--- src/rtl/rf_writeback_ctrl_if.sv ---
// Handshake and write-port bundle for the register-file writeback controller.
// master drives the request side (pipeline/testbench); slave is the controller.
interface rf_writeback_ctrl_if;
    logic        alu_valid;
    logic [4:0]  alu_rd;
    logic [31:0] alu_data;
    logic        alu_ready;
    logic        ld_issue_valid;
    logic [4:0]  ld_issue_rd;
    logic        ld_issue_ready;
    logic        ld_resp_valid;
    logic [31:0] ld_resp_data;
    logic [4:0]  rs1_addr;
    logic [4:0]  rs2_addr;
    logic        hazard;
    logic        rf_we;
    logic [4:0]  rf_waddr;
    logic [31:0] rf_wdata;
    logic        resp_err;

    modport master (
        output alu_valid, alu_rd, alu_data, ld_issue_valid, ld_issue_rd,
               ld_resp_valid, ld_resp_data, rs1_addr, rs2_addr,
        input  alu_ready, ld_issue_ready, hazard, rf_we, rf_waddr, rf_wdata, resp_err
    );

    modport slave (
        input  alu_valid, alu_rd, alu_data, ld_issue_valid, ld_issue_rd,
               ld_resp_valid, ld_resp_data, rs1_addr, rs2_addr,
        output alu_ready, ld_issue_ready, hazard, rf_we, rf_waddr, rf_wdata, resp_err
    );
endinterface

--- src/rtl/rf_writeback_ctrl.sv ---
// Register-file write-port arbiter: merges ALU results with in-order load responses,
// tracks outstanding load destinations in a busy scoreboard and flags decode hazards.
module rf_writeback_ctrl #(
    parameter int unsigned LD_DEPTH = 4
) (
    input logic               clk,
    input logic               rst_n,
    rf_writeback_ctrl_if.slave bus
);
    localparam int unsigned PtrW = (LD_DEPTH > 1) ? $clog2(LD_DEPTH) : 1;
    localparam int unsigned CntW = PtrW + 1;

    logic [31:0]     busy_q, busy_d;
    logic [4:0]      pend_q [LD_DEPTH];
    logic [PtrW-1:0] wr_ptr_q, rd_ptr_q;
    logic [CntW-1:0] count_q, count_d;
    logic            rf_we_q;
    logic [4:0]      rf_waddr_q;
    logic [31:0]     rf_wdata_q;
    logic            resp_err_q;

    logic            issue_acc, resp_acc, alu_acc;
    logic [4:0]      head_rd;

    assign head_rd = pend_q[rd_ptr_q];

    // Readiness uses the pre-pop count and busy bits, so a same-cycle pop never frees a slot.
    assign bus.ld_issue_ready = (count_q < CntW'(LD_DEPTH)) &&
                                ((bus.ld_issue_rd == 5'd0) || !busy_q[bus.ld_issue_rd]);
    assign issue_acc = bus.ld_issue_valid && bus.ld_issue_ready;
    assign resp_acc  = bus.ld_resp_valid && (count_q != '0);

    assign bus.alu_ready = !resp_acc && ((bus.alu_rd == 5'd0) || !busy_q[bus.alu_rd]);
    assign alu_acc       = bus.alu_valid && bus.alu_ready;

    assign bus.hazard = ((bus.rs1_addr != 5'd0) && busy_q[bus.rs1_addr]) ||
                        ((bus.rs2_addr != 5'd0) && busy_q[bus.rs2_addr]);

    assign bus.rf_we    = rf_we_q;
    assign bus.rf_waddr = rf_waddr_q;
    assign bus.rf_wdata = rf_wdata_q;
    assign bus.resp_err = resp_err_q;

    always_comb begin
        busy_d = busy_q;
        if (resp_acc) begin
            busy_d[head_rd] = 1'b0;
        end
        if (issue_acc && (bus.ld_issue_rd != 5'd0)) begin
            busy_d[bus.ld_issue_rd] = 1'b1;
        end
        busy_d[0] = 1'b0;
        count_d = count_q + CntW'(issue_acc) - CntW'(resp_acc);
    end

    always_ff @(posedge clk) begin
        if (issue_acc) begin
            pend_q[wr_ptr_q] <= bus.ld_issue_rd;
        end
    end

    always_ff @(posedge clk or negedge rst_n) begin
        if (!rst_n) begin
            busy_q     <= '0;
            wr_ptr_q   <= '0;
            rd_ptr_q   <= '0;
            count_q    <= '0;
            rf_we_q    <= 1'b0;
            rf_waddr_q <= 5'd0;
            rf_wdata_q <= 32'd0;
            resp_err_q <= 1'b0;
        end else begin
            busy_q  <= busy_d;
            count_q <= count_d;
            if (issue_acc) begin
                wr_ptr_q <= wr_ptr_q + 1'b1;
            end
            if (resp_acc) begin
                rd_ptr_q <= rd_ptr_q + 1'b1;
            end
            if (bus.ld_resp_valid && (count_q == '0)) begin
                resp_err_q <= 1'b1;
            end
            if (resp_acc) begin
                rf_we_q    <= (head_rd != 5'd0);
                rf_waddr_q <= head_rd;
                rf_wdata_q <= bus.ld_resp_data;
            end else if (alu_acc) begin
                rf_we_q    <= (bus.alu_rd != 5'd0);
                rf_waddr_q <= bus.alu_rd;
                rf_wdata_q <= bus.alu_data;
            end else begin
                rf_we_q <= 1'b0;
            end
        end
    end
endmodule

--- src/flat_wrapper.sv ---
// flat-port wrapper written by rule: the top's interface ports become plain ports
module rf_writeback_ctrl_flat 
#(
    parameter int unsigned LD_DEPTH = 4
)
  (clk, rst_n, bus_alu_valid, bus_alu_rd, bus_alu_data, bus_ld_issue_valid, bus_ld_issue_rd, bus_ld_resp_valid, bus_ld_resp_data, bus_rs1_addr, bus_rs2_addr, bus_alu_ready, bus_ld_issue_ready, bus_hazard, bus_rf_we, bus_rf_waddr, bus_rf_wdata, bus_resp_err);
  rf_writeback_ctrl_if bus_i ();
  input logic clk;
  input logic rst_n;
  input wire logic [$bits(bus_i.alu_valid)-1:0] bus_alu_valid;
  input wire logic [$bits(bus_i.alu_rd)-1:0] bus_alu_rd;
  input wire logic [$bits(bus_i.alu_data)-1:0] bus_alu_data;
  input wire logic [$bits(bus_i.ld_issue_valid)-1:0] bus_ld_issue_valid;
  input wire logic [$bits(bus_i.ld_issue_rd)-1:0] bus_ld_issue_rd;
  input wire logic [$bits(bus_i.ld_resp_valid)-1:0] bus_ld_resp_valid;
  input wire logic [$bits(bus_i.ld_resp_data)-1:0] bus_ld_resp_data;
  input wire logic [$bits(bus_i.rs1_addr)-1:0] bus_rs1_addr;
  input wire logic [$bits(bus_i.rs2_addr)-1:0] bus_rs2_addr;
  output wire logic [$bits(bus_i.alu_ready)-1:0] bus_alu_ready;
  output wire logic [$bits(bus_i.ld_issue_ready)-1:0] bus_ld_issue_ready;
  output wire logic [$bits(bus_i.hazard)-1:0] bus_hazard;
  output wire logic [$bits(bus_i.rf_we)-1:0] bus_rf_we;
  output wire logic [$bits(bus_i.rf_waddr)-1:0] bus_rf_waddr;
  output wire logic [$bits(bus_i.rf_wdata)-1:0] bus_rf_wdata;
  output wire logic [$bits(bus_i.resp_err)-1:0] bus_resp_err;
  assign bus_i.alu_valid = bus_alu_valid;
  assign bus_i.alu_rd = bus_alu_rd;
  assign bus_i.alu_data = bus_alu_data;
  assign bus_i.ld_issue_valid = bus_ld_issue_valid;
  assign bus_i.ld_issue_rd = bus_ld_issue_rd;
  assign bus_i.ld_resp_valid = bus_ld_resp_valid;
  assign bus_i.ld_resp_data = bus_ld_resp_data;
  assign bus_i.rs1_addr = bus_rs1_addr;
  assign bus_i.rs2_addr = bus_rs2_addr;
  assign bus_alu_ready = bus_i.alu_ready;
  assign bus_ld_issue_ready = bus_i.ld_issue_ready;
  assign bus_hazard = bus_i.hazard;
  assign bus_rf_we = bus_i.rf_we;
  assign bus_rf_waddr = bus_i.rf_waddr;
  assign bus_rf_wdata = bus_i.rf_wdata;
  assign bus_resp_err = bus_i.resp_err;
  rf_writeback_ctrl #(.LD_DEPTH(LD_DEPTH)) u_core (.clk(clk), .rst_n(rst_n), .bus(bus_i));
endmodule
--- config.mk ---
export PLATFORM = sky130hd
export DESIGN_NAME = rf_writeback_ctrl_flat
export DESIGN_NICKNAME = d
export VERILOG_FILES = /design/src/rtl/rf_writeback_ctrl_if.sv /design/src/rtl/rf_writeback_ctrl.sv /design/src/flat_wrapper.sv
export SDC_FILE = /design/constraint.sdc
export NUM_CORES = 1
export LEC_CHECK = 0
export CAP_MARGIN = 10
export CORE_MARGIN = 2
export CORE_UTILIZATION = 25
export DETAILED_ROUTE_END_ITERATION = 10
export GPL_TIMING_DRIVEN = 1
export PLACE_DENSITY = 0.43
export SKIP_LAST_GASP = 1
export SLEW_MARGIN = 20
export SYNTH_ARGS = -nofsm -noshare
export SYNTH_HDL_FRONTEND = slang
export SYNTH_SLANG_ARGS = --single-unit
--- constraint.sdc ---
create_clock -name clk -period 3.3 [get_ports clk]
set_input_delay 0.66 -clock clk [delete_from_list [all_inputs] [get_ports clk]]
set_output_delay 0.66 -clock clk [all_outputs]
set_load 0.03 [all_outputs]
Yosys cells after proc, flatten, opt, wreduce, memory -nomap -nowiden. Memory sizes are Yosys's and may differ from the RTL's. Index checks and enable logic that the tools add are counted.

Register bits after elaboration: 77. Bits in writable memories: 20. Input bits: 89. Output and inout port bits: 42. Logic and storage cells: 73. Memories: 1.

$add $sub $neg: 4. $lt $le $gt $ge: 8. Mux-type cells: 22. Bitwise logic cells: 3. Reduce and logical (&&, ||, !) cells: 27.

Memory list: u_core.pend_q (words 4, bits a word 5, read ports 1, clocked after Yosys merged registers in 0, wr ports 1, RTL line rf_writeback_ctrl.sv:14) `logic [4:0] pend_q [LD_DEPTH];`.

Operators by type and width (number): 2-to-1 mux 32 bit (4); bitwise AND 32 bit (1); NOT 32 bit (1); bitwise OR 32 bit (1); < comparator 5 x 6 -> 1 bit, second input constant (5); nonzero test 5 bit (5); binary-select mux 1 bit (select 5 bit) (4); logical AND 1 bit (11); demux 1 bit (select 5 bit) (2); >= comparator 5 x 1 -> 1 bit, second input constant (2); zero test 5 bit (2); 2-to-1 mux 1 bit (10); 2-to-1 mux 5 bit (2); adder 2 x 1 -> 2 bit, second input constant (2); adder 3 x 1 -> 3 bit (1); zero test 1 bit (3); zero test 3 bit (1); logical OR 1 bit (3); < comparator 3 bit, second input constant (1); nonzero test 3 bit (1); subtractor 3 x 1 -> 3 bit (1); nonzero test 2 bit (1).

Depth between registers and ports, before layout. Gate-level depths: netlist (run 1). An unclocked memory read counts as a cell.

Depth in word-level cells: 10. Depth in mapped cells: 12. Depth with buffers taken out: 10.

Least setup slack after synthesis (run 1). Ideal clock, no wire load.

Path kind: input-to-output. From: in bus_ld_issue_rd[0]. To: out bus_ld_issue_ready. Data arrival time: 2.543 ns. Data required time: 2.640 ns. Slack: 0.097 ns. Cell stages on the path: 6. Path buffers: 2. Cell sequence: buf_6 buf_2 mux2_2 o22ai_1 nor2_1 nor4_1.

Word-level cells in the longest chain between the ends: 5. Elaborated cells on any way between the ends: 6. Classes of those cells: mux (2); reduce/logical (4).

Ends and longest elaborated chain: start: declaration (RTL line flat_wrapper.sv:14) `input wire logic [$bits(bus_i.ld_issue_rd)-1:0] bus_ld_issue_rd;`; binary-select mux 1 bit (select 5 bit) (RTL line rf_writeback_ctrl.sv:29) `((bus.ld_issue_rd == 5'd0) || !busy_q[bus.ld_issue_rd]);`; 2-to-1 mux 1 bit (implied by the code) (RTL line rf_writeback_ctrl.sv:29); zero test 1 bit (RTL line rf_writeback_ctrl.sv:29); logical OR 1 bit * (RTL line rf_writeback_ctrl.sv:29); logical AND 1 bit * (RTL line rf_writeback_ctrl.sv:28) `assign bus.ld_issue_ready = (count_q < CntW'(LD_DEPTH)) &&`; end: declaration (RTL line flat_wrapper.sv:20) `output wire logic [$bits(bus_i.ld_issue_ready)-1:0] bus_ld_issue_ready;`.

Mark *: on every way between the ends. The rest lies on a longest branch, timed or not. The select of a mux whose other input is x is not followed.

Final worst setup path (run 1).
From: in bus_ld_issue_rd[4]. To: out bus_ld_issue_ready.

The elaborated chain is that of the path after synthesis.

==> summary.md, run 1 <==
| Metric | Value |
|---|---|
| Final Skew | 0.0107 ns |
| Routed len/inst | 20.6 µm |
| Grt ovf | 0 |
| Share of cells above drive strength 1 | 0.235 |
| Vias in the first global route | 5692 |
| Post-Syn Instances | 570 |
| Hpwl dp | about 15 mm |
| FF-to-FF Start | u_core.busy_q[31]$_DFF_PN0_ |
| Worst skew pair latency | 0.35 ns |
| Crit-path cells | clkdlybuf4s50_1 > buf_4 > nand2b_1 > o22ai_2 > nor2_2 > buf_4 > nor4_4 > buf_4 > buf_12 |
| Run status | complete, no violations |
| Critical Path AT | 2.61 ns |
| Largest net degree at the start of global routing | 78 |
| Syn_area_per_cell | between 10 and 15 µm² |
| # rows | 56 |
| Input/output buffers | 130 |
| Num ports | 131 |
| CTS root buffer | clkbuf_16 |
| Syn Nets | between 600 and 700 |
| Die area | 25100 µm² |
| CP endpoint kind | output port |
| Synth Cell Area | 5950 µm² |
| Most used cell, CP | buf_4 |
| Synth warn | 0 |
| Max Cap Viol | 0 |
| Worst-path fanout max | 11 |
| DR vias | 5462 |
| Die Ht | 158 µm |
| Layout fillers | around 2400 |
| Horiz. Die Dim | 158 µm |
| Area Overhead vs Synth | 39.6% |
| Dominant synthesized flop cell | dfrtp_1 |
| Final min period | between 3 and 4 ns |
| Final Max Slew Viols | 0 |
| TritonCTS clock tree | yes |
| Crit-path max cell delay | between 0.5 and 0.6 ns |
| Worst Reg-to-Reg Cells | 10 |
| Clock transition at the registers of the reported paths | 0.07 ns |
| Final wirelength | 21.6 mm |
| H-tree levels | 3 |
| Register area share after synthesis | 0.425 |
| Commonest non-fill, non-tap cell in the layout | clkdlybuf4s50_1 |
| CTS sink count | 97 |
| Hold slack | about 0.33 ns |
| Final Hold Vio Count | 0 |
| First-pass DRT Iterations | 5 |
| Cell variety after synth | 55 |
| Most frequent cells in the layout | 124 x clkdlybuf4s50_1, 108 x o21ai_0, 77 x dfrtp_1 |
| WP data required | 2.64 ns |
| Achievable frequency | ~0.31 GHz |
| Antenna violations before repair | 0 |
| Starting Density | 0.254 |
| Placeable Area | approximately 23000 µm² |
| Relative slew margins | 0.374 |
| First-pass GRT wire length | 32.7 mm |
| Placed insts | 1029 |
| Ant. Diodes | 0 |
| Worst setup margin | 0.0341 ns |
| Leakage | around 3.2 nW |
| EDFF count, synth | 20 |
| Final std cells w/o fill | 1048 |
| Post-Place Setup Slack | -0.457 ns |
| Worst reg2reg path endpoint | u_core.count_q[2]$_DFF_PN0_ |
| Peak supply drop | between 0.0002 and 0.0003 V |
| Dpl cell area | 7910 µm² |
| Gr usage total | 0.171 |
| Total power | 0.00620 W |
| Total Nets Final | 820 |
| Via-per-instance ratio | around 5.2 |
| Min-Delay Path Class | in2async |
| Buf/Inv on CP | 5 |
| Gpl congestion | roughly 0.9 |
| Pwr/cell area | between 700 and 800 nW/µm² |
| Crit path max-delay family | buffers and inverters |
| Final Cycle Share | 0.990 |
| TritonCTS buffer count | 9 |
| Clock tree buffer depth | 2 |
| 1st-iter DRT viols | 482 |
| Routed Antenna Nets | 0 |
| Slew @ Worst Pin | 0.938 ns |
| Reg-to-reg setup timing slack | roughly 0.45 ns |
| Ys async rst share | 0.794 |
| Kind of start point of the critical path | input port |
| RSZ-0062 raised after global routing | yes |
| Crit-path slowest cell | clkdlybuf4s50_1 |
| #FFs+latches synth | 97 |
| Final setup viols | 0 |
| Crit path kind | in2out |
| Final instance area | 8310 µm² |
| DRC | 0 |
[through the flow]
| stage | util | setup TNS (ns) |
|---|---|---|
| 6_report | 0.355 | 0 |
| 5_1_grt | 0.355 | -0.0472 |
| 4_1_cts | 0.353 | -0.0437 |
| 3_5_place_dp | 0.338 | -15.72 |
| 3_3_place_gp | 0.338 | -15.23 |
| 2_1_floorplan | - | 0 |
[worst reg2reg max path: cells and delay by family (launching register included)]
family,cells,cell delay (ns)
buf+inv,2,0.21
flops,1,0.47
mux,1,0.52
fa+ha+maj,2,0.58
simple gates,1,0.33
xor+xnor,2,0.27
compound gates,2,0.34
[synth_stat cells (all sizes together), types with 3 or more instances]
cell | count | area [µm²]
ha | 6 | 75.1
and2 | 7 | 43.8
nand3 | 5 | 35.0
nor3 | 9 | 50.1
mux4 | 26 | 593
mux2 | 17 | 191
nor2b | 5 | 31.3
nor2 | 13 | 48.8
xnor2 | 4 | 35.0
dfrtp | 77 | 1930
edfxtp | 20 | 601
nand3b | 4 | 33.8
mux2i | 9 | 90.1
or3 | 3 | 18.8
o21ai | 139 | 696
buf | 18 | 106
nand2 | 60 | 240
nor3b | 33 | 248
clkbuf | 24 | 90.1
inv | 11 | 41.3
nand2b | 11 | 68.8
o221a | 35 | 394
a21oi | 4 | 23.8
o22ai | 6 | 37.5
[how the worst max path moves through the flow]
stage                            start                 end  cells after the start  slack, ns
finish              bus_ld_issue_rd[4]  bus_ld_issue_ready                      9       0.03
global route        bus_ld_issue_rd[0]  bus_ld_issue_ready                      9      -0.05
CTS                    bus_rs1_addr[0]          bus_hazard                      7      -0.04
detailed placement     bus_rs1_addr[0]          bus_hazard                      7      -0.46
global placement       bus_rs1_addr[0]          bus_hazard                      7      -0.46
floorplan           bus_ld_issue_rd[0]  bus_ld_issue_ready                      6        0.1
[power breakdown]
part	leakage (nW)	switching (W)	internal, W
Combinational	1.88	0.00158	0.00141
Clock	0.137	0.000476	0.000593
Sequential	1.14	0.000501	0.00164
Total	3.16	0.00256	0.00365
[area by class of cell]
| class | count | area [µm²] | area share |
|---|---|---|---|
| multi-input cells | 421 | 3250 | 0.391 |
| well taps | 319 | 399 | 0.0480 |
| flip-flops and latches | 97 | 2530 | 0.304 |
| clock buffers | 12 | 236 | 0.0285 |
| clock inverters | 4 | 55.1 | 0.00662 |
| repair buffers | 184 | 1800 | 0.217 |
| inverters | 11 | 41.3 | 0.00497 |
[state kept, by name, summed over array words and instances, names as in the netlist]
register,cells
u_core.bus.rf_waddr,5
u_core.bus.resp_err,1
u_core.busy_q,31
u_core.wr_ptr_q,2
u_core.pend_q,20
u_core.bus.rf_we,1
u_core.bus.rf_wdata,32
u_core.count_q,3
u_core.rd_ptr_q,2
[kinds of logic after synthesis]
kind of cell | count (synthesis) | synth area share
adder cells (fa/ha/maj) | 7 | 0.0160
multiplexers | 52 | 0.147
AO/OA/AOI/OAI | 201 | 0.220
buffers and inverters | 53 | 0.0399
AND/OR/NAND/NOR | 155 | 0.146
flip-flops | 97 | 0.425
XOR/XNOR | 5 | 0.00736
[repair_timing]
item / CTS / global route
pin swaps: 1 / 0
resized for setup: 11 / 13
endpoints found under the setup margin: 3 / 4
buffers inserted: 1 / 0
hold buffers: 0 / 0
gates cloned: 1 / 1
[per-layer routing]
layer,vias to the layer above,GRT usage,wire (µm),share of wire
met3,37,0.0294,1530,0.071
met5,-,0,0,0
met4,0,0.0571,501,0.023
met2,219,0.287,10300,0.47
li1,2478,-,-,-
met1,2728,0.225,9320,0.43
Note: power is estimated with default switching activity, not from simulation.
==> run 2, diff against run 1 <==
--- a/config.mk
+++ b/config.mk
@@ -12,7 +12,7 @@
 export GPL_TIMING_DRIVEN = 1
 export PLACE_DENSITY = 0.43
 export SKIP_LAST_GASP = 1
-export SLEW_MARGIN = 20
+export SLEW_MARGIN = 40
 export SYNTH_ARGS = -nofsm -noshare
 export SYNTH_HDL_FRONTEND = slang
 export SYNTH_SLANG_ARGS = --single-unit
==> run 2 against run 1 <==
Register-to-register slack barely moved. Sequential share of layout area fell by 0.16 points. Clock skew fell by 0.00071 ns. Routed wire length barely moved. Sequential power barely moved. Final area rose by 0.53%. Largest cell class unchanged. Largest power group unchanged. Highest routed layer unchanged.
==> summary.md, run 2 (synthesis gave the netlist of run 1 again) <==
| Metric | Value |
|---|---|
| Largest net degree at the start of global routing | 78 (unchanged) |
| First-pass DRT Iterations | 6 (was 5) |
| Max reg flops | 32 (unchanged) |
| Via-per-instance ratio | 5.22 (was 5.21) |
| Crit path to | bus_hazard (was bus_ld_issue_ready) |
| Min-Delay Path Class | in2async (unchanged) |
| Post-Place Setup Slack | -0.469 ns (was -0.457 ns) |
| Worst Reg-to-Reg Cells | 10 (unchanged) |
| Peak supply drop | 0.000222 V (was 0.000276 V) |
| Commonest non-fill, non-tap cell in the layout | clkdlybuf4s50_1 (unchanged) |
| Multi-input logic area | 3240 µm² (was 3250 µm²) |
| Horiz. Die Dim | 158 µm (unchanged) |
| TritonCTS buffer count | 9 (unchanged) |
| RSZ-0062 raised after global routing | yes (unchanged) |
| Vias in the first global route | 5620 (was 5692) |
| Crit path kind | in2out (unchanged) |
| Worst setup margin | 0.0352 ns (was 0.0341 ns) |
| Cts hold-fix bufs | 0 (unchanged) |
| Die Ht | 158 µm (unchanged) |
| CTS root buffer | clkbuf_16 (unchanged) |
| Critical Path AT | 2.60 ns (was 2.61 ns) |
| Share of cells above drive strength 1 | 0.239 (was 0.235) |
| Final Hold Vio Count | 0 (unchanged) |
| Achievable frequency | 0.306 GHz (about the same) |
| Placeable Area | 23400 µm² (unchanged) |
| Worst skew pair latency | 0.35 ns (about the same) |
| Max Cap Viol | 0 (unchanged) |
| DRC | 0 (unchanged) |
| FF-to-FF Start | u_core.busy_q[31]$_DFF_PN0_ (unchanged) |
| Routed Antenna Nets | 0 (unchanged) |
| 1st-iter DRT viols | 386 (was 482) |
| Final min period | 3.26 ns (was 3.27 ns) |
| Grt ovf | 0 (unchanged) |
| Final Max Slew Viols | 0 (unchanged) |
| TritonCTS clock tree | yes (unchanged) |
| Final setup viols | 0 (unchanged) |
| Pwr/cell area | 738 nW/µm² (was 746 nW/µm²) |
| Power Internal | 0.00358 W (was 0.00365 W) |
| Gr usage total | 0.174 (was 0.171) |
| Worst-path fanout max | 5 (was 11) |
| Relative slew margins | 0.548 (was 0.374) |
| Antenna violations before repair | 0 (unchanged) |
| DR vias | 5482 (was 5462) |
| Run status | complete, no violations (unchanged) |
| Ant. Diodes | 0 (unchanged) |
| Reg area | 2530 µm² (unchanged) |
| Kind of start point of the critical path | input port (unchanged) |
| Critical path launch point | bus_rs1_addr[0] (was bus_ld_issue_rd[4]) |
| Sequential Power Share | 0.347 (was 0.345) |
| Total Neg Setup Slack | 0 ns (unchanged) |
| Final wirelength | 21.6 mm (about the same) |
| Total Nets Final | 822 (was 820) |
| CTS sink count | 97 (unchanged) |
| First-pass GRT wire length | 33.1 mm (was 32.7 mm) |
| Sw Ratio | 0.419 (was 0.412) |
| # rows | 56 (unchanged) |
| Comb pwr share | 0.490 (was 0.483) |
| Routed len/inst | 20.6 µm (about the same) |
| WP data required | 2.64 ns (about the same) |
| Final Cycle Share | 0.989 (was 0.990) |
| Leakage | 3.20 nW (was 3.16 nW) |
| Hpwl dp | 15.0 mm (was 14.9 mm) |
| Most frequent cells in the layout | 123 x clkdlybuf4s50_1, 107 x o21ai_0, 77 x dfrtp_1 (was 124 x clkdlybuf4s50_1, 108 x o21ai_0, 77 x dfrtp_1) |
| Reg-to-reg setup timing slack | 0.46 ns (was 0.45 ns) |
| Final Skew | 0.00997 ns (was 0.0107 ns) |
| Layout fillers | 2387 (was 2382) |
| Area Overhead vs Synth | 40.4% (was 39.6%) |
| H-tree levels | 3 (unchanged) |
| Clock transition at the registers of the reported paths | 0.07 ns (about the same) |
| Starting Density | 0.254 (unchanged) |
| CP endpoint kind | output port (unchanged) |
| Clock share of power | 0.163 (was 0.172) |
| Clock tree buffer depth | 2 (unchanged) |
| Gpl congestion | 0.885 (unchanged) |
| Die area | 25100 µm² (unchanged) |
| Input/output buffers | 130 (unchanged) |
| Worst reg2reg path endpoint | u_core.count_q[2]$_DFF_PN0_ (unchanged) |
| Num ports | 131 (unchanged) |
| Slew @ Worst Pin | 0.678 ns (was 0.938 ns) |
| Switching Power | 0.00258 W (was 0.00256 W) |
-- run 2: critical path: stages --
cell and delay, ns:
clkdlybuf4s50_1 0.47, buf_6 0.13, mux4_2 0.49, mux4_2 0.49, o21ai_2 0.14, nand2_1 0.07, buf_6 0.14
-- run 2: power by group through the flow --
| stage | clock (W) | sequential, W | combinational, W |
|---|---|---|---|
| 6_report | 0.00100 | 0.00214 | 0.00302 |
| 4_1_cts | 0.00104 | 0.00213 | 0.00301 |
| 3_3_place_gp | 0 | 0.00215 | 0.00293 |
| 5_1_grt | 0.00108 | 0.00219 | 0.00326 |
| 2_1_floorplan | 0 | 0.00233 | 0.00143 |
| 3_5_place_dp | 0 | 0.00216 | 0.00297 |
-- run 2: timing repair --
action / in CTS / in global routing
gates resized for setup: 10 / 17
setup endpoints to repair: 2 / 4
cloned: 1 / 0
buffers inserted: 1 / 1
pin swaps: 1 / 1
-- run 2: through the flow --
stage / hold slack, ns / power, W / area [µm²] / std cells / utilization
global route: 0.390 / 0.00653 / 8360 / 1050 / 0.357
finish: 0.333 / 0.00616 / 8360 / 1050 / 0.357
global placement: 0.476 / 0.00508 / 7910 / 1029 / 0.338
CTS: 0.383 / 0.00618 / 8300 / 1049 / 0.355
floorplan: 0.364 / 0.00376 / 5950 / 570 / -
detailed placement: 0.478 / 0.00512 / 7970 / 1031 / 0.341
-- run 2: final cells by class --
type	instances	area share
well taps	319	0.0478
flip-flops and latches	97	0.302
multi-input cells	420	0.388
repair buffers	187	0.225
clock inverters	6	0.00509
clock buffers	10	0.0274
inverters	11	0.00494
-- run 2: routing by layer --
metal  share of wire  up-vias  GRT usage
met1            0.44     2742      0.231
met2            0.47      224      0.292
met5               0        -          0
li1                -     2484          -
met4           0.022        0     0.0571
met3           0.069       32     0.0250
-- run 2: worst min path at each step --
stage | end | cells after the start | start | slack, ns
after CTS | u_core.bus.rf_wdata[26]$_DFFE_PN0P_ | 1 | rst_n | 0.38
final | u_core.bus.rf_wdata[26]$_DFFE_PN0P_ | 1 | rst_n | 0.33
after floorplan | u_core.bus.resp_err$_DFFE_PN0P_ | 0 | rst_n | 0.36
after global routing | u_core.bus.rf_wdata[26]$_DFFE_PN0P_ | 1 | rst_n | 0.39
after detailed placement | u_core.bus.resp_err$_DFFE_PN0P_ | 1 | u_core.bus.resp_err$_DFFE_PN0P_ | 0.48
after global placement | u_core.bus.resp_err$_DFFE_PN0P_ | 1 | u_core.bus.resp_err$_DFFE_PN0P_ | 0.48
